## src/rtl/vreg_if.sv

```systemverilog
// vreg_if: write-stream and dual read-stream bundle between vreg_file and its clients.
interface vreg_if #(
    parameter int DW = 16,
    parameter int AW = 3
);
    logic          wr_start;
    logic [AW-1:0] wr_addr;
    logic          wr_valid;
    logic [DW-1:0] data_in;
    logic          wr_busy;
    logic          wr_done;
    logic          rd_start;
    logic [AW-1:0] rd_addr;
    logic [AW-1:0] rd_addr2;
    logic          rd_stall;
    logic [DW-1:0] data_out;
    logic [DW-1:0] data_out2;
    logic          rd_valid;
    logic          rd_done;
    logic          err;

    modport master (
        output wr_start, wr_addr, wr_valid, data_in, rd_start, rd_addr, rd_addr2, rd_stall,
        input  wr_busy, wr_done, data_out, data_out2, rd_valid, rd_done, err
    );

    modport slave (
        input  wr_start, wr_addr, wr_valid, data_in, rd_start, rd_addr, rd_addr2, rd_stall,
        output wr_busy, wr_done, data_out, data_out2, rd_valid, rd_done, err
    );
endinterface

```

## src/rtl/vreg_file.sv

```systemverilog
// vreg_file: NREG x VLEN x DW vector register file, one serial write stream, two lock-stepped read streams.
// Define VREG_BYPASS_EN to forward same-cycle write data to colliding read issues.
module vreg_file #(
    parameter  int DW   = 16,
    parameter  int VLEN = 16,
    parameter  int NREG = 8,
    localparam int AW   = $clog2(NREG),
    localparam int EW   = $clog2(VLEN)
) (
    input logic   i_clk,
    input logic   i_rst_n,
    vreg_if.slave io_bus
);
    typedef enum logic {W_IDLE, W_ACTIVE} w_state_t;
    typedef enum logic {R_IDLE, R_ACTIVE} r_state_t;

    logic [DW-1:0] r_mem [NREG][VLEN];
    w_state_t      r_wstate, w_wstate_nx;
    r_state_t      r_rstate, w_rstate_nx;
    logic [EW-1:0] r_widx, w_widx_nx, r_ridx, w_ridx_nx, w_wi, w_ri;
    logic [AW-1:0] r_waddr, r_raddr, r_raddr2, w_wa, w_ra, w_ra2;
    logic [DW-1:0] r_dout, r_dout2, w_rd, w_rd2;
    logic          r_rd_valid, r_rd_done, r_wr_done, r_err;
    logic          w_wact, w_wlast, w_wacc, w_we;
    logic          w_ract, w_rlast, w_racc, w_iss;

    // Idle-state accepts take address/index straight from the ports so the accept cycle can move data.
    always_comb begin
        w_wact      = r_wstate == W_ACTIVE;
        w_wlast     = w_wact && io_bus.wr_valid && r_widx == EW'(VLEN - 1);
        w_wacc      = io_bus.wr_start && (!w_wact || w_wlast);
        w_wa        = w_wact ? r_waddr : io_bus.wr_addr;
        w_wi        = w_wact ? r_widx : '0;
        w_we        = i_rst_n && io_bus.wr_valid && (w_wact || w_wacc);
        w_widx_nx   = w_wi + EW'(w_we);
        w_wstate_nx = w_wacc ? W_ACTIVE : w_wlast ? W_IDLE : r_wstate;
        w_ract      = r_rstate == R_ACTIVE;
        w_rlast     = w_ract && !io_bus.rd_stall && r_ridx == EW'(VLEN - 1);
        w_racc      = io_bus.rd_start && (!w_ract || w_rlast);
        w_ra        = w_ract ? r_raddr : io_bus.rd_addr;
        w_ra2       = w_ract ? r_raddr2 : io_bus.rd_addr2;
        w_ri        = w_ract ? r_ridx : '0;
        w_iss       = !io_bus.rd_stall && (w_ract || w_racc);
        w_ridx_nx   = w_ri + EW'(w_iss);
        w_rstate_nx = w_racc ? R_ACTIVE : w_rlast ? R_IDLE : r_rstate;
`ifdef VREG_BYPASS_EN
        w_rd        = (w_we && w_wa == w_ra && w_wi == w_ri) ? io_bus.data_in : r_mem[w_ra][w_ri];
        w_rd2       = (w_we && w_wa == w_ra2 && w_wi == w_ri) ? io_bus.data_in : r_mem[w_ra2][w_ri];
`else
        w_rd        = r_mem[w_ra][w_ri];
        w_rd2       = r_mem[w_ra2][w_ri];
`endif
    end

    always_ff @(posedge i_clk) begin
        if (w_we) r_mem[w_wa][w_wi] <= io_bus.data_in;
    end

    always_ff @(posedge i_clk or negedge i_rst_n) begin
        if (!i_rst_n) begin
            r_wstate   <= W_IDLE;
            r_rstate   <= R_IDLE;
            r_widx     <= '0;
            r_ridx     <= '0;
            r_waddr    <= '0;
            r_raddr    <= '0;
            r_raddr2   <= '0;
            r_dout     <= '0;
            r_dout2    <= '0;
            r_rd_valid <= 1'b0;
            r_rd_done  <= 1'b0;
            r_wr_done  <= 1'b0;
            r_err      <= 1'b0;
        end else begin
            r_wstate   <= w_wstate_nx;
            r_rstate   <= w_rstate_nx;
            r_widx     <= w_widx_nx;
            r_ridx     <= w_ridx_nx;
            if (w_wacc) r_waddr <= io_bus.wr_addr;
            if (w_racc) begin
                r_raddr  <= io_bus.rd_addr;
                r_raddr2 <= io_bus.rd_addr2;
            end
            if (w_iss) begin
                r_dout  <= w_rd;
                r_dout2 <= w_rd2;
            end
            r_rd_valid <= w_iss;
            r_rd_done  <= w_iss && w_ri == EW'(VLEN - 1);
            r_wr_done  <= w_wlast;
            r_err      <= (io_bus.wr_start && !w_wacc) || (io_bus.rd_start && !w_racc);
        end
    end

    assign io_bus.wr_busy   = r_wstate == W_ACTIVE;
    assign io_bus.wr_done   = r_wr_done;
    assign io_bus.data_out  = r_dout;
    assign io_bus.data_out2 = r_dout2;
    assign io_bus.rd_valid  = r_rd_valid;
    assign io_bus.rd_done   = r_rd_done;
    assign io_bus.err       = r_err;
endmodule

```

## src/flat_wrapper.sv

```systemverilog
// flat-port wrapper written by rule: the top's interface ports become plain ports
module vreg_file_flat 
#(
    parameter  int DW   = 16,
    parameter  int VLEN = 16,
    parameter  int NREG = 8,
    localparam int AW   = $clog2(NREG),
    localparam int EW   = $clog2(VLEN)
)
  (i_clk, i_rst_n, io_bus_wr_start, io_bus_wr_addr, io_bus_wr_valid, io_bus_data_in, io_bus_rd_start, io_bus_rd_addr, io_bus_rd_addr2, io_bus_rd_stall, io_bus_wr_busy, io_bus_wr_done, io_bus_data_out, io_bus_data_out2, io_bus_rd_valid, io_bus_rd_done, io_bus_err);
  vreg_if #(.DW(DW)) io_bus_i ();
  input logic i_clk;
  input logic i_rst_n;
  input wire logic [$bits(io_bus_i.wr_start)-1:0] io_bus_wr_start;
  input wire logic [$bits(io_bus_i.wr_addr)-1:0] io_bus_wr_addr;
  input wire logic [$bits(io_bus_i.wr_valid)-1:0] io_bus_wr_valid;
  input wire logic [$bits(io_bus_i.data_in)-1:0] io_bus_data_in;
  input wire logic [$bits(io_bus_i.rd_start)-1:0] io_bus_rd_start;
  input wire logic [$bits(io_bus_i.rd_addr)-1:0] io_bus_rd_addr;
  input wire logic [$bits(io_bus_i.rd_addr2)-1:0] io_bus_rd_addr2;
  input wire logic [$bits(io_bus_i.rd_stall)-1:0] io_bus_rd_stall;
  output wire logic [$bits(io_bus_i.wr_busy)-1:0] io_bus_wr_busy;
  output wire logic [$bits(io_bus_i.wr_done)-1:0] io_bus_wr_done;
  output wire logic [$bits(io_bus_i.data_out)-1:0] io_bus_data_out;
  output wire logic [$bits(io_bus_i.data_out2)-1:0] io_bus_data_out2;
  output wire logic [$bits(io_bus_i.rd_valid)-1:0] io_bus_rd_valid;
  output wire logic [$bits(io_bus_i.rd_done)-1:0] io_bus_rd_done;
  output wire logic [$bits(io_bus_i.err)-1:0] io_bus_err;
  assign io_bus_i.wr_start = io_bus_wr_start;
  assign io_bus_i.wr_addr = io_bus_wr_addr;
  assign io_bus_i.wr_valid = io_bus_wr_valid;
  assign io_bus_i.data_in = io_bus_data_in;
  assign io_bus_i.rd_start = io_bus_rd_start;
  assign io_bus_i.rd_addr = io_bus_rd_addr;
  assign io_bus_i.rd_addr2 = io_bus_rd_addr2;
  assign io_bus_i.rd_stall = io_bus_rd_stall;
  assign io_bus_wr_busy = io_bus_i.wr_busy;
  assign io_bus_wr_done = io_bus_i.wr_done;
  assign io_bus_data_out = io_bus_i.data_out;
  assign io_bus_data_out2 = io_bus_i.data_out2;
  assign io_bus_rd_valid = io_bus_i.rd_valid;
  assign io_bus_rd_done = io_bus_i.rd_done;
  assign io_bus_err = io_bus_i.err;
  vreg_file #(.DW(DW), .VLEN(VLEN), .NREG(NREG)) u_core (.i_clk(i_clk), .i_rst_n(i_rst_n), .io_bus(io_bus_i));
endmodule
```

## config.mk

```make
export PLATFORM = sky130hd
export DESIGN_NAME = vreg_file_flat
export DESIGN_NICKNAME = d
export VERILOG_FILES = /design/src/rtl/vreg_if.sv /design/src/rtl/vreg_file.sv /design/src/flat_wrapper.sv
export SDC_FILE = /design/constraint.sdc
export NUM_CORES = 2
export LEC_CHECK = 0
export CAP_MARGIN = 20
export CORE_UTILIZATION = 45
export DETAILED_ROUTE_END_ITERATION = 16
export PLACE_DENSITY = 0.57
export SYNTH_ARGS = -nofsm -noshare
export SYNTH_HDL_FRONTEND = slang
export SYNTH_SLANG_ARGS = --single-unit
export TNS_END_PERCENT = 20
```

## constraint.sdc

```tcl
create_clock -name i_clk -period 5.5 [get_ports i_clk]
set_input_delay 1.1 -clock i_clk [delete_from_list [all_inputs] [get_ports i_clk]]
set_output_delay 1.1 -clock i_clk [all_outputs]
set_load 0.1 [all_outputs]
```

---- After elaboration in Yosys (flattened, before gate mapping) ----
Memory sizes are Yosys's and may differ from the RTL's.
Index checks and enable logic that the tools add are counted.
W data, S select, Z words.
cells by class
  $add $sub $neg .......................... 2
  magnitude comparators ................... 3
  equal/unequal tests ..................... 3
  mux-type cells .......................... 19
  bitwise logic cells ..................... 2
  reductions and logical operators ........ 25
operators by type and width
  operator              number
  $mux W256             1
  $bmux W16 S4          2
  $mux W16              5
  $demux W16 S4         1
  $logic_and A1 B1 Y1   13
  $eq A4 B4 Y1 const B  3
  $ge A5 B5 Y1 const B  2
  $not A4 Y5            2
  $mux W3               3
  $add A4 B1 Y4         2
  $mux W4               2
  $logic_not A1 Y1      5
  $logic_or A1 B1 Y1    5
  $lt A5 B1 Y1 const B  1
  $mux W1               5
  $reduce_bool A2 Y1    2
word-level totals
  register bits ........................... 55
  bits in writable memories ............... 2,048
  bits of input ports ..................... 31
  output and inout port bits .............. 37
  logic and storage cells ................. 68
  memories ................................ 1
memory list
  name          depth  width  rd ports  clocked after Yosys merged registers in  wr ports  RTL line         source
  u_core.r_mem  8      256    2         0                                        1         vreg_file.sv:17  logic [DW-1:0] r_mem [NREG][VLEN];

---- Longest topological paths before layout ----
  word-level depth ........................ 8
  depth in mapped cells ................... 12
  gate-level depth less buffers ........... 7

---- Least setup slack after synthesis ----
No wires, ideal clock.
  kind .................................... flip-flop to flip-flop
  from .................................... reg u_core.r_wstate (netlist: u_core.io_bus.wr_busy)
  to ...................................... mem u_core.r_mem[0][208] in the netlist's numbering, enable pin
  library setup time ...................... 388 ps
  data arrival time ....................... 2,787 ps
  required time ........................... 5,112 ps
  path slack .............................. 2,325 ps
  stages on the path, launching flop included .. 6
  path buffers ............................ 2
  period minus slack after synthesis ...... 3,175 ps
  path through ............................ dfrtp_1 clkbuf_1 mux2i_1 nand2_1 clkbuf_1 nor2_1
on the way
  longest elaborated chain between the ends .. 8
  elaborated cells between the ends (all ways) .. 17
  those cells by class .................... 2 x order compare; 6 x mux; 1 x bitwise; 8 x reduce/logical
RTL lines
  element                                               RTL line         source
  from (decl)                                           vreg_file.sv:18  w_state_t r_wstate, w_wstate_nx;
  from (signal assigned)                                vreg_file.sv:75  r_wstate <= w_wstate_nx;
  branches (longest 8 deep; another with $ge A5 B5 Y1)  -
  to (decl)                                             vreg_file.sv:17
Several ways; the timed one is not identified.

---- Worst setup path in the final report ----
  from .................................... reg u_core.r_rstate
  to ...................................... reg u_core.r_dout2[3] (netlist: u_core.io_bus.data_out2[3])
on the way
  longest elaborated chain between the ends .. 6
  elaborated cells between the ends (all ways) .. 14
  those cells by class .................... 5 x mux; 1 x bitwise; 7 x reduce/logical; 1 x memory
RTL lines
  element                                                  RTL line         source
  from (decl)                                              vreg_file.sv:19  r_state_t r_rstate, w_rstate_nx;
  from (signal assigned)                                   vreg_file.sv:76  r_rstate <= w_rstate_nx;
  branches (longest 6 deep; another with $mem_v2 Z8 W256)  -
  to (signal assigned)                                     vreg_file.sv:86  r_dout2 <= w_rd2;
  to (decl)                                                vreg_file.sv:22  logic [DW-1:0] r_dout, r_dout2, w_rd, w_rd2;
Several ways; the timed one is not identified. The select of a mux whose other input is x is not followed.
A chain may end at the register's enable or synchronous reset.

==> results.md <==
- **run status** completed
- **portion of synthesized cell area occupied by the leading cell type** 0.6182
- **Max Cap Violations** 0
- **cts-stage hold buffer count** 0
- **type of the worst min-delay path** in2async
- **clock input transition at the sequential cells of the worst setup and hold paths** 0.06 ns
- **power density over the cells** 591.3 nW/µm²
- **largest net degree at the start of global routing** 129
- **Synth Net Count** 8706
- **placed wire-length estimate** 272100 µm
- **fraction of the core area covered by cells at the end of the flow** 0.5216
- **Avg Cell Area, Syn** 11.47 µm²
- **RSZ-0062 raised after global routing** no
- **Overflow after GRT** 0
- **initial DRC count** 14310
- **clock insertion delay at the later pin of the skew report** 0.89 ns
- **post-CTS resize count** 0
- **post-detailed-route via-to-cell ratio** 6.769
- **number of buffers on the longest clock path** 3
- **TritonCTS sink count** 2103
- **critical-path maximum fanout** 46
- **die outline height** 472.2 µm
- **count of port buffers added during placement** 67
- **number of design rule violations left after detail routing** 0
- **antenna violation net count after detailed routing** 0
- **worst voltage drop across the vdd grid** 0.0005364 V
- **Ys Warns** 0
- **endpoint type of the worst setup path** flip-flop
- **WL per Instance** 35.52 µm
- **IO Pins** 68
- **width of the chip** 472.2 µm
- **number of cells on the worst reg-to-reg path** 9
- **most frequent standard cell in the layout excluding fill and tap cells** edfxtp_1
- **post-synthesis instance area** 99480 µm²
- **layout cells sized above 1** 0.1347
- **Met3 Routed Length** 63100 µm
- **fraction of synthesis flops using an asynchronous set or reset pin** 0.02615
- **overall routing resource usage** 0.3756
- **number of buffers added by the clock tree synthesis step** 226
- **largest area contributor in the netlist** edfxtp_1
- **worst-margin pin slew** 1.308 ns
- **number of distinct library cells after synthesis** 61
- **Critical Setup Path Class** reg2reg
- **RR Startpoint** u_core.r_rstate
- **cell at the slowest stage of the critical path** dfrtp_2
- **data required time at the worst endpoint** 6.27 ns
- **number of buffers inserted to repair setup after CTS** 0
- **synthesis-stage register bit count** 2103
- **deepest level of the CTS H-tree** 4
- **end of the worst register-to-register path** u_core.io_bus.data_out2[3]
- **row count** 172
- **effective utilization at floorplan** 0.4527
- **number of standard cells after synthesis** 8671
- **via count of the first global-routing pass** 76300
- **Post-Route Setup TNS** 0 ns
- **slowest stage delay, CP** 1.07 ns
- **data arrival time at the worst-slack endpoint** 5.98 ns
- **count of nets after finishing** 8961
- **root cell of the clock tree** clkbuf_16
- **detailed-route wire length on metal 1** 156000 µm
- **number of hold-slack violations in the final timing report** 0
- **TritonCTS clock tree** built
- **antenna violations before repair** 25
- **Routed Wire Length** 429500 µm
- **clock tree skew after final layout** 0.04857 ns
- **standby leakage power** 39.47 nW
- **Layout area overhead** 15.20%
- **highest layer used for signal routing** met5
- **final critical delay including setup and external delays** 5.210 ns
- **gp weighted congestion** 0.9872
- **final critical-path share of the clock period** 0.9473
- **CP startpoint kind** flip-flop
- **Peak Freq** 191.9 MHz
- **prevailing post-synth register cell** edfxtp_1
- **final total power** 67.76 mW
- **global-route wire length before repair** 588300 µm
- **total die area** 222900 µm²
- **count of filler cells inserted in the layout** 18630
- **number of failing setup endpoints in the final timing report** 0
- **number of synthesized flops with an enable pin** 2048
- **Pins Over Slew Limit** 0
- **cells taking the most area after synthesis** edfxtp_1, nand2_1, mux2i_1, a21oi_1, nor2_1
- **list of cells traversed by the critical path** mux2_8, buf_12, buf_4, mux2i_1, o221ai_1, a31oi_1, o21ai_1, nand4_1, o31ai_1
- **number of iterations in the first detailed-routing pass** 8
- **Std-Cell Core Area** 219700 µm²
- **Slew HR** 0.1185
- **Via Count** 81840
- **register area share after synthesis** 0.6321
- **commonest cells after routing, fill and taps aside** edfxtp_1, nand2_1, a21oi_1
- **routed wire length on met2** 177800 µm
- **flop2flop setup slack** 0.29 ns
layer usage:
metal  vias to the layer above  GRT usage
li1                      33090          -
met1                     40660     0.4940
met2                      6710     0.5284
met3                      1365     0.1239
met4                        18     0.2462
met5                         -          0
kinds of logic (layout without fill, tap and decap cells):
| logic type | Yosys count | after routing | share of synthesized area |
|---|---|---|---|
| AND/OR/NAND/NOR | 3384 | 3384 | 0.1419 |
| flip-flops | 2103 | 2103 | 0.6321 |
| AO/OA/AOI/OAI | 1713 | 1713 | 0.1054 |
| multiplexers | 779 | 779 | 0.08954 |
| buffers and inverters | 684 | 1135 | 0.03027 |
| adder cells (fa/ha/maj) | 4 | 4 | 0.0005031 |
| XOR/XNOR | 4 | 4 | 0.0003521 |
| other | 0 | 11 | 0 |
Yosys cell counts, drive strengths merged, types with 31 or more instances:
master	number
edfxtp	2048
nand2	2045
a21oi	861
mux2i	683
nor2	622
clkbuf	339
buf	333
nor4	323
nand3	243
o32ai	238
o21ai	223
o221ai	125
o22ai	109
mux4	84
nor3	72
a31oi	56
dfrtp	55
nand4	50
o31ai	31
how the worst max path moves through the flow:
stage                                from                         end  slack (ns)  depth (start not counted)
floorplan           u_core.io_bus.wr_busy        u_core.r_mem[0][208]        2.32                          5
global placement       io_bus_rd_addr2[0]  u_core.io_bus.data_out2[3]       -0.61                         10
detailed placement     io_bus_rd_addr2[0]  u_core.io_bus.data_out2[3]       -0.03                         10
CTS                       u_core.r_rstate  u_core.io_bus.data_out2[3]        0.45                          9
global route              u_core.r_rstate  u_core.io_bus.data_out2[3]        0.27                          9
finish                    u_core.r_rstate  u_core.io_bus.data_out2[3]        0.29                          9
metrics by stage:
step	setup slack (ns)	hold slack (ns)	area, µm²	instances
2_1_floorplan	2.325	0.4632	99480	8671
3_3_place_gp	-0.6085	0.4806	107200	11650
3_5_place_dp	-0.03009	0.4886	107300	11650
4_1_cts	0.4517	0.06728	114600	12080
5_1_grt	0.2737	0.1048	114600	12080
6_report	0.2898	0.09489	114600	12090
final cells by class:
cell class / count / area (µm²) / share of cell area
inverter: 12 / 52.55 / 0.0004585
multi-input combinational: 5884 / 34200 / 0.2984
timing repair buffer: 699 / 6459 / 0.05636
clock inverter: 126 / 1166 / 0.01018
clock buffer: 298 / 6118 / 0.05339
tap: 2958 / 3701 / 0.03229
sequential: 2103 / 62880 / 0.5487
antenna: 11 / 27.53 / 0.0002402
state kept, by name (all words and copies together) (netlist names):
signal / count
u_core.r_mem: 2048
u_core.io_bus.data_out2: 16
u_core.io_bus.data_out: 16
u_core.r_ridx: 4
u_core.r_widx: 4
u_core.r_raddr2: 3
u_core.r_raddr: 3
u_core.r_waddr: 3
u_core.io_bus.err: 1
u_core.io_bus.rd_done: 1
u_core.io_bus.rd_valid: 1
u_core.io_bus.wr_busy: 1
u_core.io_bus.wr_done: 1
u_core.r_rstate: 1
worst max-delay path: cells and delay by family (launching register included):
family	cells	cell delay (ns)
AO/OA/AOI/OAI	4	1.76
buffers and inverters	2	0.77
flip-flops	1	1.07
multiplexers	2	0.68
AND/OR/NAND/NOR	1	0.74
report_power, final:
part | switching (mW) | internal, mW | leakage [nW]
Clock | 6.63 | 8.60 | 3.58
Sequential | 0.588 | 17.9 | 19.1
Combinational | 24.2 | 9.79 | 16.8
Total | 31.4 | 36.3 | 39.5
(Power assumes the default switching activity.)
